--- src/rtl/fifo_pop_arbiter_if.sv ---
// Handshake bundle between the pop arbiter, the input Fifo bank and the downstream Fifo bank.
// The master side is the arbiter; the slave side drives FIFO status and data.
interface fifo_pop_arbiter_if #(
    parameter int data_width = 10
);
    logic [3:0]              fifo_empty;
    logic [4*data_width-1:0] fifo_data;
    logic [3:0]              dest_afull;
    logic [3:0]              pop;
    logic [3:0]              push;
    logic [data_width-1:0]   data_out;
    logic [1:0]              state;
    logic                    idle;

    modport master (
        input  fifo_empty, fifo_data, dest_afull,
        output pop, push, data_out, state, idle
    );

    modport slave (
        output fifo_empty, fifo_data, dest_afull,
        input  pop, push, data_out, state, idle
    );
endinterface

--- src/rtl/fifo_pop_arbiter.sv ---
// Round-robin pop controller: drains four input FIFOs one word per cycle and
// routes each word to the downstream FIFO named by its top two bits.
module fifo_pop_arbiter #(
    parameter int data_width = 10,
    parameter int RD_LATENCY = 2
) (
    input  logic               clk,
    input  logic               reset,
    fifo_pop_arbiter_if.master bus
);
    typedef enum logic [1:0] {
        IDLE   = 2'd0,
        ACTIVE = 2'd1,
        STALL  = 2'd2
    } state_t;

    state_t                state_q;
    logic [1:0]            rr;
    logic [3:0]            pop_q;
    logic [1:0]            pop_src;
    logic [3:0]            push_q;
    logic [data_width-1:0] data_q;
    logic [RD_LATENCY-1:0] pipe_valid;
    logic [1:0]            pipe_src [RD_LATENCY];

    logic [3:0]            eligible;
    logic                  afull;
    logic                  any_pending;
    logic                  in_flight;
    logic                  drained;
    logic                  grant_found;
    logic                  do_grant;
    logic [1:0]            grant_idx;
    logic [1:0]            emerge_src;
    logic [data_width-1:0] emerge_word;

    // The empty flag lags a pop by one cycle, so a FIFO popped this cycle is skipped.
    assign eligible    = ~bus.fifo_empty & ~pop_q;
    assign afull       = |bus.dest_afull;
    assign any_pending = ~&bus.fifo_empty;
    assign in_flight   = (|pop_q) | (|pipe_valid);
    assign drained     = ~any_pending & ~in_flight;
    assign do_grant    = grant_found & ~afull;

    assign emerge_src  = pipe_src[RD_LATENCY-1];
    assign emerge_word = bus.fifo_data[int'(emerge_src)*data_width +: data_width];

    // Descending scan so the eligible FIFO closest to rr wins.
    always_comb begin
        grant_found = 1'b0;
        grant_idx   = rr;
        for (int k = 3; k >= 0; k--) begin
            if (eligible[rr + 2'(k)]) begin
                grant_found = 1'b1;
                grant_idx   = rr + 2'(k);
            end
        end
    end

    always_ff @(posedge clk) begin
        if (reset) begin
            state_q    <= IDLE;
            rr         <= 2'd0;
            pop_q      <= 4'b0000;
            pop_src    <= 2'd0;
            push_q     <= 4'b0000;
            data_q     <= '0;
            pipe_valid <= '0;
            for (int k = 0; k < RD_LATENCY; k++) begin
                pipe_src[k] <= 2'd0;
            end
        end else begin
            pop_q <= do_grant ? (4'b0001 << grant_idx) : 4'b0000;
            if (do_grant) begin
                pop_src <= grant_idx;
                rr      <= grant_idx + 2'd1;
            end

            pipe_valid[0] <= |pop_q;
            pipe_src[0]   <= pop_src;
            for (int k = 1; k < RD_LATENCY; k++) begin
                pipe_valid[k] <= pipe_valid[k-1];
                pipe_src[k]   <= pipe_src[k-1];
            end

            // Words in flight are pushed regardless of downstream almost_full.
            if (pipe_valid[RD_LATENCY-1]) begin
                push_q <= 4'b0001 << emerge_word[data_width-1 -: 2];
                data_q <= emerge_word;
            end else begin
                push_q <= 4'b0000;
            end

            case (state_q)
                IDLE: begin
                    if (grant_found && !afull)
                        state_q <= ACTIVE;
                    else if (any_pending && afull)
                        state_q <= STALL;
                end
                ACTIVE: begin
                    if (afull)
                        state_q <= STALL;
                    else if (drained)
                        state_q <= IDLE;
                end
                STALL: begin
                    if (!afull && any_pending)
                        state_q <= ACTIVE;
                    else if (drained)
                        state_q <= IDLE;
                end
                default: state_q <= IDLE;
            endcase
        end
    end

    assign bus.pop      = pop_q;
    assign bus.push     = push_q;
    assign bus.data_out = data_q;
    assign bus.state    = state_q;
    assign bus.idle     = (state_q == IDLE) && !in_flight;
endmodule

--- src/flat_wrapper.sv ---
// flat-port wrapper written by rule: the top's interface ports become plain ports
module fifo_pop_arbiter_flat 
#(
    parameter int data_width = 10,
    parameter int RD_LATENCY = 2
)
  (clk, reset, bus_fifo_empty, bus_fifo_data, bus_dest_afull, bus_pop, bus_push, bus_data_out, bus_state, bus_idle);
  fifo_pop_arbiter_if #(.data_width(data_width)) bus_i ();
  input  logic clk;
  input  logic reset;
  input wire logic [$bits(bus_i.fifo_empty)-1:0] bus_fifo_empty;
  input wire logic [$bits(bus_i.fifo_data)-1:0] bus_fifo_data;
  input wire logic [$bits(bus_i.dest_afull)-1:0] bus_dest_afull;
  output wire logic [$bits(bus_i.pop)-1:0] bus_pop;
  output wire logic [$bits(bus_i.push)-1:0] bus_push;
  output wire logic [$bits(bus_i.data_out)-1:0] bus_data_out;
  output wire logic [$bits(bus_i.state)-1:0] bus_state;
  output wire logic [$bits(bus_i.idle)-1:0] bus_idle;
  assign bus_i.fifo_empty = bus_fifo_empty;
  assign bus_i.fifo_data = bus_fifo_data;
  assign bus_i.dest_afull = bus_dest_afull;
  assign bus_pop = bus_i.pop;
  assign bus_push = bus_i.push;
  assign bus_data_out = bus_i.data_out;
  assign bus_state = bus_i.state;
  assign bus_idle = bus_i.idle;
  fifo_pop_arbiter #(.data_width(data_width), .RD_LATENCY(RD_LATENCY)) u_core (.clk(clk), .reset(reset), .bus(bus_i));
endmodule
--- config.mk ---
export PLATFORM = sky130hd
export DESIGN_NAME = fifo_pop_arbiter_flat
export DESIGN_NICKNAME = d
export VERILOG_FILES = /design/src/rtl/fifo_pop_arbiter_if.sv /design/src/rtl/fifo_pop_arbiter.sv /design/src/flat_wrapper.sv
export SDC_FILE = /design/constraint.sdc
export NUM_CORES = 1
export LEC_CHECK = 0
export CORE_AREA = 5 5 68 70
export DETAILED_ROUTE_END_ITERATION = 8
export DIE_AREA = 0 0 73 75
export DONT_BUFFER_PORTS = 1
export GPL_ROUTABILITY_DRIVEN = 1
export GPL_TIMING_DRIVEN = 1
export PLACE_DENSITY = 0.59
export SYNTH_ARGS = -nofsm -noshare
export SYNTH_HDL_FRONTEND = slang
export SYNTH_SLANG_ARGS = --single-unit
--- constraint.sdc ---
create_clock -name clk -period 1.7 [get_ports clk]
set_input_delay 0.17 -clock clk [delete_from_list [all_inputs] [get_ports clk]]
set_output_delay 0.17 -clock clk [all_outputs]
set_load 0.02 [all_outputs]
Yosys cells after proc, flatten, opt, wreduce, memory -nomap -nowiden:

Memory sizes are Yosys's and may differ from the RTL's.
Cells that the tools add are included.
W data, S select, Z words.

* register bits: 26
* memory bits (writable): 4
* bits of input ports: 50
* output and inout port bits: 21
* logic and storage cells: 76
* memories: 1

* $add $sub $neg: 4
* $mul: 1
* order comparisons: 4
* equal/unequal tests: 3
* shift-type cells: 3
* muxes and demuxes: 27
* bitwise operators: 12
* reduce and logical (&&, ||, !) cells: 14

Memory list
* u_core.pipe_src: depth 2, bits a word 2, read ports 2, clocked after memory_dff 0, wr ports 2, line fifo_pop_arbiter.sv:24 `logic [1:0] pipe_src [RD_LATENCY];`

Operator list (count)
* $shiftx A40 B32 Y10: 1
* $mux W2: 11
* $lt A2 B3 Y1 const B: 4
* $mux W1: 11
* $bmux W1 S2: 4
* $not A4 Y4: 2
* $reduce_or A4 Y1: 2
* $shl A1 B2 Y4 const A: 2
* $pmux W2 S3: 1
* $reduce_or A2 Y1: 3
* $mul A2 B3 Y5 const B: 1
* $add A2 B1 Y2 const B: 2
* $add A2 B2 Y2 const B: 2
* $and A4 B4 Y4: 1
* $logic_and A1 B1 Y1: 4
* $not A1 Y1: 4
* $reduce_and A4 Y1: 1
* $logic_not A1 Y1: 3
* $ne A3 B1 Y1 const B: 1
* $or A1 B1 Y1: 3
* $and A1 B1 Y1: 2
* $eq A2 B1 Y1 const B: 1
* $eq A2 B2 Y1 const B: 1
* $logic_not A2 Y1: 1

Logic depth before layout (Yosys ltp):

Gate-level depths: netlist (run 1).

* depth in word-level cells: 11
* gate-level depth with buffers: 6
* mapped depth without buffers: 5

Least setup slack after synthesis (run 1):

Ideal clock, no wire load.

* kind: flip-flop to output port
* from: register u_core.pop_q[1], in the netlist u_core.bus.pop[1]
* to: output port bus_idle
* data arrival time: 1.740 ns
* required time: 1.530 ns
* slack: -0.210 ns
* stages on the path, launching flop included: 4
* path buffers: 0
* cells stage by stage: dfxtp_1 or4_1 or3_1 nor3_1

* longest elaborated chain between the ends: 4

Ends and longest elaborated chain
* from (decl): line fifo_pop_arbiter.sv:19 `logic [3:0] pop_q;`
* from (signal assigned): line fifo_pop_arbiter.sv:73 `pop_q <= do_grant ? (4'b0001 << grant_idx) : 4'b0000;`
* $reduce_or A4 Y1: line fifo_pop_arbiter.sv:41 `assign in_flight = (|pop_q) | (|pipe_valid);`
* $or A1 B1 Y1: line fifo_pop_arbiter.sv:41
* $logic_not A1 Y1: line fifo_pop_arbiter.sv:122 `assign bus.idle = (state_q == IDLE) && !in_flight;`
* $logic_and A1 B1 Y1: line fifo_pop_arbiter.sv:122
* to (decl): line flat_wrapper.sv:18 `output wire logic [$bits(bus_i.idle)-1:0] bus_idle;`

Every way passes these cells.

Final worst setup path (run 1):

Ends and elaborated chain as after synthesis.

==> impl_metrics.csv, run 1 <==
group,metric,value,unit
yosys,ys_warn_count,0,
yosys,synth.top_cells.by_count,"dfxtp_1, nor2_1, mux2i_1",
yosys,ys.flop_type,"dfxtp_1",
sta,finalMaxSlewViolations,0,
cells_and_area,multi_input_area,925,um^2
sta,fin_tns_setup,-209,ps
yosys,synthDistinctLibCells,47,
global_route,antenna_found_initial,0,
clock_tree,post_cts_buffers,0,
setup_path,cp_max_fo,3,
sta,hold_viol,0,
floorplanning,die_width,73,um
power_and_ir_drop,p_leak,0.659,nW
power_and_ir_drop,ir_drop,549,uV
sta,setup_ws,-209,ps
run_status,violations,"setup timing",
clock_tree,htree_levels,2,
cells_and_area,instances_no_fill,212,
cells_and_area,final_layout_size_suffix_gt1_share,32.1,%
drt,viasPerCell,5.71,
clock_tree,cts_tree,"built",
yosys,yosys.area.top_type_share,39.3,%
sta,min_period,1910,ps
sta,max_slew_margin,59.6,%
global_route,grt_pass1_vias,1126,
sta,period_share,112,%
sta,worst_slew_pin_slew,605,ps
setup_path,cp.arrival,1740,ps
clock_tree,root_buffer,"clkbuf_8",
global_route,grt-ovfl-total,0,
floorplanning,dieHeight,75,um
worst_hold_path,min_path_type,"in2reg",
yosys,avgSynthCellArea,10.4,um^2
global_route,grt_pass1_wl,5340,um
drt,wl_per_cell,17.1,um
floorplanning,num_rows,23,
cells_and_area,regArea,603,um^2
placement,dpl.hpwl,2820,um
floorplanning,boundaryPins,71,
yosys,synth-seq-cells,30,
floorplanning,initial_core_util,39.1,%
global_route,grt_usage,12.5,%
floorplanning,coreArea,3910,um^2
drt,drc,0,
cells_and_area,fin_area,1820,um^2
setup_path,crit_type,"reg2out",
yosys,synth_cells,147,
run_status,status,"finished with violations",
placement,place_ws,-3.68,ps
placement,dpl_cell_area,1670,um^2
clock_tree,cts.sinks,30,
setup_path,end_kind,"primary output",
power_and_ir_drop,powerDensity,760,nW/um^2
cells_and_area,fill_cells,380,
sta,fmax,524,MHz
yosys,async_flop_share,0,%
global_route,grt_start_max_net_pins,18,
cells_and_area,diodes,0,
floorplanning,dieArea,5480,um^2
clock_tree,cts_made_buffers,5,
sta,setup_viol,1,
cells_and_area,area_growth,19.1,%
placement,port_buffers,0,
power_and_ir_drop,power,1.38,mW
setup_path,start_kind,"flop",
setup_path,cp.required,1530,ps
yosys,synth.most_common_cell,"dfxtp_1",
clock_tree,cts.clk_slew.worst_paths,60,ps
yosys,synth_area,1530,um^2
drt,drtIter0Drc,69,
sta,rsz0062_at_grt,"true",
placement,gp_congestion,0.814,
run,cap_violations,0,
yosys,synth_edf_count,0,
sta,fin_worst_skew,4.36,ps
drt,firstDrtPassIters,4,
clock_tree,max-clock-path-buffers,2,
placement,place_inst,204,
yosys,yosysTopAreaCell,"dfxtp_1",
yosys,ys_seq_area_share,39.3,%
drt,drt-total-wl,3630,um
yosys,syn_nets,197,
yosys,synth_area_leaders,"dfxtp_1, mux4_2, mux2i_1",
clock_tree,clk_latency,270,ps
drt,ant_nets,0,
cells_and_area,final_nets,212,
drt,route.vias.total,1211,
[stage by stage]
stage          hold WS, ps  util (%)
4_1_cts               77.8      45.5
6_report              86.4      46.5
3_3_place_gp           247      42.8
3_5_place_dp           247      42.8
5_1_grt               80.1      46.5
2_1_floorplan          347         -
[worst max-delay path, stage by stage, from the launching register on]
cell	delay, ps
dfxtp_2	320
or4_4	530
or3_4	370
nor3_4	120
buf_6	130
[power breakdown]
group	switching (mW)	leakage [nW]	internal [mW]
clock	0.235	0.0438	0.274
combinational	0.0776	0.372	0.0777
sequential	0.0100	0.243	0.711
[cell usage in the layout, fill, tap and decap left out, types with 2 or more instances in the layout]
master / synthesis / routed
dfxtp_1: 30 / 28
and2_1: 2 / 2
inv_1: 2 / 2
clkinv_2: 0 / 2
dfxtp_2: 0 / 2
buf_4: 1 / 15
mux2i_1: 11 / 11
clkbuf_8: 0 / 5
nor2_1: 21 / 20
o22ai_1: 2 / 2
or3_1: 3 / 2
a21oi_1: 3 / 3
o21ai_1: 1 / 2
buf_6: 1 / 2
or2_1: 2 / 2
nand2_1: 4 / 4
o21ai_0: 4 / 3
nor3_1: 7 / 6
nor2b_1: 8 / 8
mux4_2: 10 / 10
[path summary, 6_finish.rpt]
kind         slack, ps                  start               endpoint  cells past startpoint
max               -210      u_core.bus.pop[1]               bus_idle                      4
max reg2reg         10      u_core.bus.pop[1]    u_core.bus.state[1]                      5
min reg2reg        430  u_core.pipe_src[0][1]  u_core.pipe_src[0][3]                      1
min                 90      bus_dest_afull[2]    u_core.bus.state[0]                      3
[layer usage]
layer / up-vias / GRT usage [%] / part of all wire (%)
li1: 581 / - / -
met1: 582 / 14.7 / 37
met2: 42 / 20.3 / 52
met3: 6 / 7.48 / 11
met4: 0 / 1.84 / 0.69
met5: - / 0 / 0
[kinds of logic (layout without fill, tap and decap cells)]
family | Yosys count | after routing | share of synthesized area [%]
AOI/OAI and AO/OA | 26 | 26 | 13.6
buffers and inverters | 12 | 27 | 3.93
DFF | 30 | 30 | 39.3
muxes | 21 | 21 | 21.9
and+or+nand+nor | 58 | 58 | 21.3
[state kept, by name, summed over array words and instances, names as in the netlist]
signal	cells
u_core.bus.data_out	10
u_core.bus.pop	4
u_core.bus.push	4
u_core.bus.state	2
u_core.pipe_src	4
u_core.pipe_valid	2
u_core.pop_src	2
u_core.rr	2
[area by class of cell]
class                   instances  area share [%]
clock buffers                   5            3.78
clock inverters                 2           0.549
inverters                       2           0.412
multi-input cells             105            50.8
flip-flops and latches         30            33.1
well taps                      50            3.43
repair buffers                 18            7.97
[repair_timing]
action	4_1_cts	5_1_grt
pin swaps	0	4
hold buffers	1	0
endpoints found under the hold margin	17	0
setup endpoints to repair	3	6
gates resized for setup	4	8
Note: power is estimated with default switching activity, not from simulation.
==> run 2, diff against run 1 <==
- CORE_AREA: 5 5 68 70 -> 5 5 67 69
- CTS_CLUSTER_DIAMETER: not set -> 200
- DIE_AREA: 0 0 73 75 -> 0 0 72 74
- PLACE_DENSITY: 0.59 -> 0.61
==> run 2 against run 1 <==
  * The flow still finishes with violations (setup timing)
  * Count of clock-buffer cells in the layout grew 1
  * Non-clock buffer count up 1
  * Combinational power grew 6%
  * Die area down 2.7%
  * Global-route usage increased by 2.6 points
  * Largest cell class unchanged
==> impl_metrics.csv, run 2 (synthesized netlist as in run 1, its figures left out) <==
group,metric,value,unit
run_status,status,"finished with violations",
run_status,violations,"setup timing",
sta,hold_viol,0,
clock_tree,cts.clk_slew.worst_paths,60,ps
placement,port_buffers,0,
power_and_ir_drop,ir_drop,434,uV
floorplanning,die_width,72,um
setup_path,crit_type,"reg2out",
power_and_ir_drop,switching_share,22.3,%
setup_path,crit_path_top_delay_cell,"or4_4",
drt,drtIter0Drc,17,
global_route,grt_pass1_vias,1288,
global_route,grt_pass1_wl,6240,um
global_route,grt_start_max_net_pins,18,
setup_path,cp.buffers_inverters,1,
placement,dpl.hpwl,3110,um
floorplanning,dieHeight,74,um
power_and_ir_drop,powerDensity,767,nW/um^2
drt,firstDrtPassIters,4,
drt,route.vias.total,1238,
drt,drc,0,
power_and_ir_drop,p_int,1.10,mW
sta,fmax,522,MHz
setup_path,path_cells,"or4_4 -> or3_4 -> nor3_4 -> buf_6",
floorplanning,boundaryPins,71,
cells_and_area,diodes,0,
setup_path,worst_path_dominant_cell_family,"simple AND/OR/NAND/NOR gates",
cells_and_area,fill_cells,360,
sta,min_period,1910,ps
floorplanning,dieArea,5330,um^2
global_route,grt_usage,15.2,%
clock_tree,clk_latency,270,ps
clock_tree,cts_made_buffers,5,
sta,rsz0062_at_grt,"true",
clock_tree,root_buffer,"clkbuf_8",
setup_path,end_kind,"primary output",
drt,viasPerCell,5.84,
drt,drt-total-wl,3910,um
setup_path,cp_slowest_stage_delay,520,ps
sta,max_slew_margin,60.4,%
worst_hold_path,hp-start,"bus_dest_afull[2]",
run,cap_violations,0,
cells_and_area,multi_input_area,947,um^2
power_and_ir_drop,combPwrFrac,11.6,%
sta,fin_worst_skew,5.75,ps
clock_tree,htree_levels,2,
sta,setup_viol,3,
cells_and_area,largest_reg_flops,10,
setup_path,cp.arrival,1740,ps
clock_tree,cts.sinks,30,
cells_and_area,area_growth,21.2,%
cells_and_area,regArea,604,um^2
setup_path,cp_max_fo,2,
drt,ant_nets,0,
power_and_ir_drop,power.switching,317,uW
global_route,antenna_found_initial,0,
power_and_ir_drop,power_frac_seq,50.7,%
cells_and_area,layout_commonest_cell,"dfxtp_1",
setup_path,start_kind,"flop",
cells_and_area,final_cell_mix,"dfxtp_1, nor2_1, buf_4",
sta,worst_slew_pin_slew,592,ps
drt,wl_per_cell,18.5,um
cells_and_area,final_nets,213,
worst_hold_path,min_path_type,"in2reg",
floorplanning,coreArea,3860,um^2
sta,finalMaxSlewViolations,0,
clock_tree,max-clock-path-buffers,2,
placement,place_ws,-71.6,ps
floorplanning,initial_core_util,39.6,%
setup_path,critPathLaunch,"u_core.bus.pop[1]",
global_route,grt-ovfl-total,0,
cells_and_area,instances_no_fill,212,
setup_path,crit-reg2reg-launch,"u_core.bus.pop[1]",
clock_tree,cts_tree,"built",
placement,place_inst,203,
sta,fin_hold_ws,88.4,ps
sta,period_share,113,%
setup_path,cp.required,1530,ps
power_and_ir_drop,p_leak,0.673,nW
cells_and_area,fin_util,48.1,%
cells_and_area,final_layout_size_suffix_gt1_share,36.4,%
placement,gp_congestion,0.891,
power_and_ir_drop,pwr-share-clk,37.7,%
sta,setup_ws,-215,ps
floorplanning,num_rows,23,
## run 2: layout make-up
| cell class | count | share of cell area [%] |
|---|---|---|
| Multi-Input combinational cell | 105 | 51.1 |
| Sequential cell | 30 | 32.6 |
| Inverter | 2 | 0.405 |
| Timing Repair Buffer | 19 | 8.04 |
| Clock buffer | 6 | 4.46 |
| Tap cell | 50 | 3.38 |
## run 2: worst paths after layout
check / to / slack [ps] / cells past startpoint
max: bus_idle / -210 / 4
max reg2reg: u_core.bus.state[0] / -160 / 6
min reg2reg: u_core.pipe_src[0][2] / 430 / 1
min: u_core.bus.state[0] / 90 / 3
## run 2: metal layers
layer / share of wire [%] / vias to the layer above / global-route usage, %
met3: 10 / 9 / 6.35
met2: 52 / 60 / 28.6
li1: - / 575 / -
met5: 0 / - / 0
met4: 2.3 / 0 / 4.80
met1: 35 / 594 / 15.2
## run 2: power by group through the flow
stage / clock network (mW) / registers, mW / logic, mW
finish: 0.536 / 0.720 / 0.165
global route: 0.597 / 0.720 / 0.178
CTS: 0.561 / 0.719 / 0.151
detailed placement: 0 / 0.734 / 0.136
global placement: 0 / 0.734 / 0.130
floorplan: 0 / 0.736 / 0.108
## run 2: per-stage QoR
step                power, mW  area (um^2)  setup TNS [ps]
floorplan               0.844         1540               0
global placement        0.864         1670               0
detailed placement      0.870         1670           -74.5
CTS                      1.43         1800            -364
global route             1.49         1850            -599
finish                   1.42         1850            -447
## run 2: tightest hold or removal path: cells and delay by family
family	cells	cell delay [ps]
AND/OR/NAND/NOR	3	140
## run 2: what timing repair did
action	CTS	global route
endpoints found under the setup margin	3	6
buffers inserted	2	0
endpoints found under the hold margin	17	0
pin swaps	1	2
gates resized for setup	4	12
hold buffers	1	0
==> run 3, diff against run 2 <==
- ABC_AREA: not set -> 1
- CORE_AREA: 5 5 67 69 -> 5 5 70 72
- DIE_AREA: 0 0 72 74 -> 0 0 75 77
- PLACE_DENSITY: 0.61 -> 0.62
==> run 3 against run 2 <==
  * The run now ends clean
  * Worst hold slack lost 43 ps
  * First-iteration DRC count grew to 4.2 times the previous value
  * Clock skew grew 1.9 ps
  * Largest power group is now the clock network
==> impl_metrics.csv, run 3 <==
group,metric,value,unit
yosys,synth_area,1710,um^2
run,cap_violations,0,
global_route,grt_usage,13.7,%
sta,worst_slew_pin_slew,496,ps
cells_and_area,final_layout_size_suffix_gt1_share,22.8,%
placement,gp_congestion,0.848,
global_route,grt_start_max_net_pins,21,
worst_hold_path,min_path_type,"in2reg",
floorplanning,coreArea,4230,um^2
setup_path,crit_type,"reg2out",
setup_path,worst_path_dominant_cell_family,"simple AND/OR/NAND/NOR gates",
yosys,avgSynthCellArea,7.04,um^2
cells_and_area,layout_commonest_cell,"nor2_1",
yosys,ys.flop_type,"dfxtp_1",
placement,place_ws,219,ps
sta,setup_viol,0,
sta,fin_tns_setup,0,ps
clock_tree,post_cts_buffers,0,
setup_path,cp.required,1530,ps
drt,route.vias.total,1496,
setup_path,cp_slowest_stage_delay,400,ps
cells_and_area,largest_reg_flops,10,
setup_path,crit-reg2reg-launch,"u_core.bus.pop[2]",
yosys,synth_area_leaders,"dfxtp_1, nor2_1, o21ai_0",
yosys,synth_edf_count,0,
setup_path,path_cells,"nor2_1 -> nand3_1 -> nor4_1 -> buf_4",
sta,rsz0062_at_grt,"false",
sta,fmax,638,MHz
setup_path,reg2reg_setup_slack,200,ps
floorplanning,dieHeight,77,um
cells_and_area,area_growth,11.9,%
floorplanning,boundaryPins,71,
setup_path,start_kind,"flop",
drt,ant_nets,0,
global_route,grt-ovfl-total,0,
sta,setup_ws,131,ps
clock_tree,clk_latency,280,ps
power_and_ir_drop,p_leak,0.881,nW
worst_hold_path,hold_path_depth,3,
yosys,synth_cells,243,
placement,dpl.hpwl,3080,um
yosys,ys_seq_area_share,35.1,%
drt,wl_per_cell,12.9,um
worst_hold_path,hp-start,"reset",
sta,max_slew_margin,66.9,%
clock_tree,cts_tree,"built",
global_route,grt_pass1_vias,1451,
drt,viasPerCell,5.02,
floorplanning,die_width,75,um
sta,finalMaxSlewViolations,0,
setup_path,reg2reg_depth,11,
yosys,yosysTopAreaCell,"dfxtp_1",
sta,min_period,1570,ps
global_route,grt_pass1_wl,6230,um
floorplanning,initial_core_util,40.4,%
clock_tree,cts.clk_slew.worst_paths,70,ps
yosys,synth.top_cells.by_count,"nor2_1, dfxtp_1, nand2_1",
drt,drc,0,
sta,fin_worst_skew,7.64,ps
yosys,yosys.area.top_type_share,35.1,%
sta,hold_viol,0,
cells_and_area,diodes,0,
setup_path,cp_max_fo,3,
cells_and_area,final_nets,295,
setup_path,crit_path_top_delay_cell,"dfxtp_1",
drt,drtIter0Drc,72,
clock_tree,root_buffer,"clkbuf_8",
placement,port_buffers,0,
setup_path,cp.buffers_inverters,1,
clock_tree,cts.sinks,30,
setup_path,cp.arrival,1400,ps
run_status,status,"finished, final reports clean",
clock_tree,cts_made_buffers,5,
cells_and_area,final_cell_mix,"nor2_1, nand2_1, dfxtp_1",
yosys,syn_nets,293,
power_and_ir_drop,ir_drop,405,uV
clock_tree,htree_levels,2,
yosys,synth.most_common_cell,"nor2_1",
worst_hold_path,holdPathEnd,"u_core.bus.data_out[0]",
global_route,antenna_found_initial,0,
yosys,synthDistinctLibCells,29,
drt,firstDrtPassIters,4,
floorplanning,num_rows,24,
yosys,async_flop_share,0,%
clock_tree,max-clock-path-buffers,2,
floorplanning,dieArea,5780,um^2
power_and_ir_drop,powerDensity,948,nW/um^2
setup_path,r2r-end,"u_core.rr[1]",
yosys,ys_warn_count,0,
sta,period_share,92.3,%
setup_path,end_kind,"primary output",
drt,drt-total-wl,3850,um
yosys,synth-seq-cells,30,
run 3: cell count changes after synthesis, sizes merged, moves of 6 or more:
cell	delta
inv	+27
mux2i	-11
mux4	-10
nand2	+46
nand3	+15
nor2	+36
nor2b	-8
nor3	-7
o21ai	+21
o22ai	+6
run 3: per-layer routing:
metal	vias to the layer above	GRT usage [%]	share of wire (%)
li1	780	-	-
met1	676	16.0	41
met2	29	21.7	51
met3	11	3.53	4.9
met4	0	8.54	2.8
met5	-	0	0
run 3: cells by family after synthesis:
family / count (synthesis) / share of synthesized area, %
DFF: 30 / 35.1
and+or+nand+nor: 128 / 38.6
AOI/OAI and AO/OA: 43 / 14.3
buffers and inverters: 40 / 10.0
xor gates and xnor gates: 2 / 1.90
run 3: power by group:
part / total, mW / internal, mW / leakage [nW] / switching (mW)
registers: 0.735 / 0.714 / 0.242 / 0.0210
logic: 0.189 / 0.0723 / 0.568 / 0.116
clock network: 0.890 / 0.625 / 0.0714 / 0.265
total: 1.81 / 1.41 / 0.881 / 0.403
run 3: final cells by class:
| cell class | instances | area, um^2 |
|---|---|---|
| Multi-Input combinational cell | 173 | 941 |
| Tap cell | 52 | 65.1 |
| Clock buffer | 6 | 82.6 |
| Fill cell | 445 | 2320 |
| Sequential cell | 30 | 601 |
| Timing Repair Buffer | 6 | 47.5 |
| Clock inverter | 2 | 60.1 |
| Inverter | 29 | 116 |
run 3: what timing repair did:
item | 4_1_cts | 5_1_grt
setup endpoints to repair | 0 | 1
resized for setup | 0 | 1
endpoints found under the hold margin | 8 | 0
hold buffers | 1 | 0
run 3: worst max path at each step:
stage                               startpoint      endpoint  slack (ps)  depth (start not counted)
after global placement       u_core.bus.pop[1]  u_core.rr[1]         220                         11
after CTS                    u_core.bus.pop[1]      bus_idle         110                          4
after floorplan           u_core.pipe_valid[1]      bus_idle         270                          2
after detailed placement     u_core.bus.pop[2]  u_core.rr[1]         220                         11
final                        u_core.bus.pop[1]      bus_idle         130                          4
after global routing         u_core.bus.pop[1]      bus_idle          20                          4
run 3: worst register-to-register path: cells and delay by family (launching register included):
kind          cells  cell delay (ps)
simple gates      9              790
flops             1              500
buf+inv           2               90
run 3: metrics by stage:
stage / hold slack, ps / instance area [um^2] / power (mW) / util [%] / cells
global route: 51.7 / 1910 / 1.89 / 45.2 / 298
CTS: 36.3 / 1910 / 1.84 / 45.1 / 298
floorplan: 388 / 1710 / 0.910 / - / 243
global placement: 245 / 1760 / 0.934 / 41.5 / 289
detailed placement: 247 / 1760 / 0.936 / 41.5 / 289
finish: 44.9 / 1910 / 1.81 / 45.2 / 298
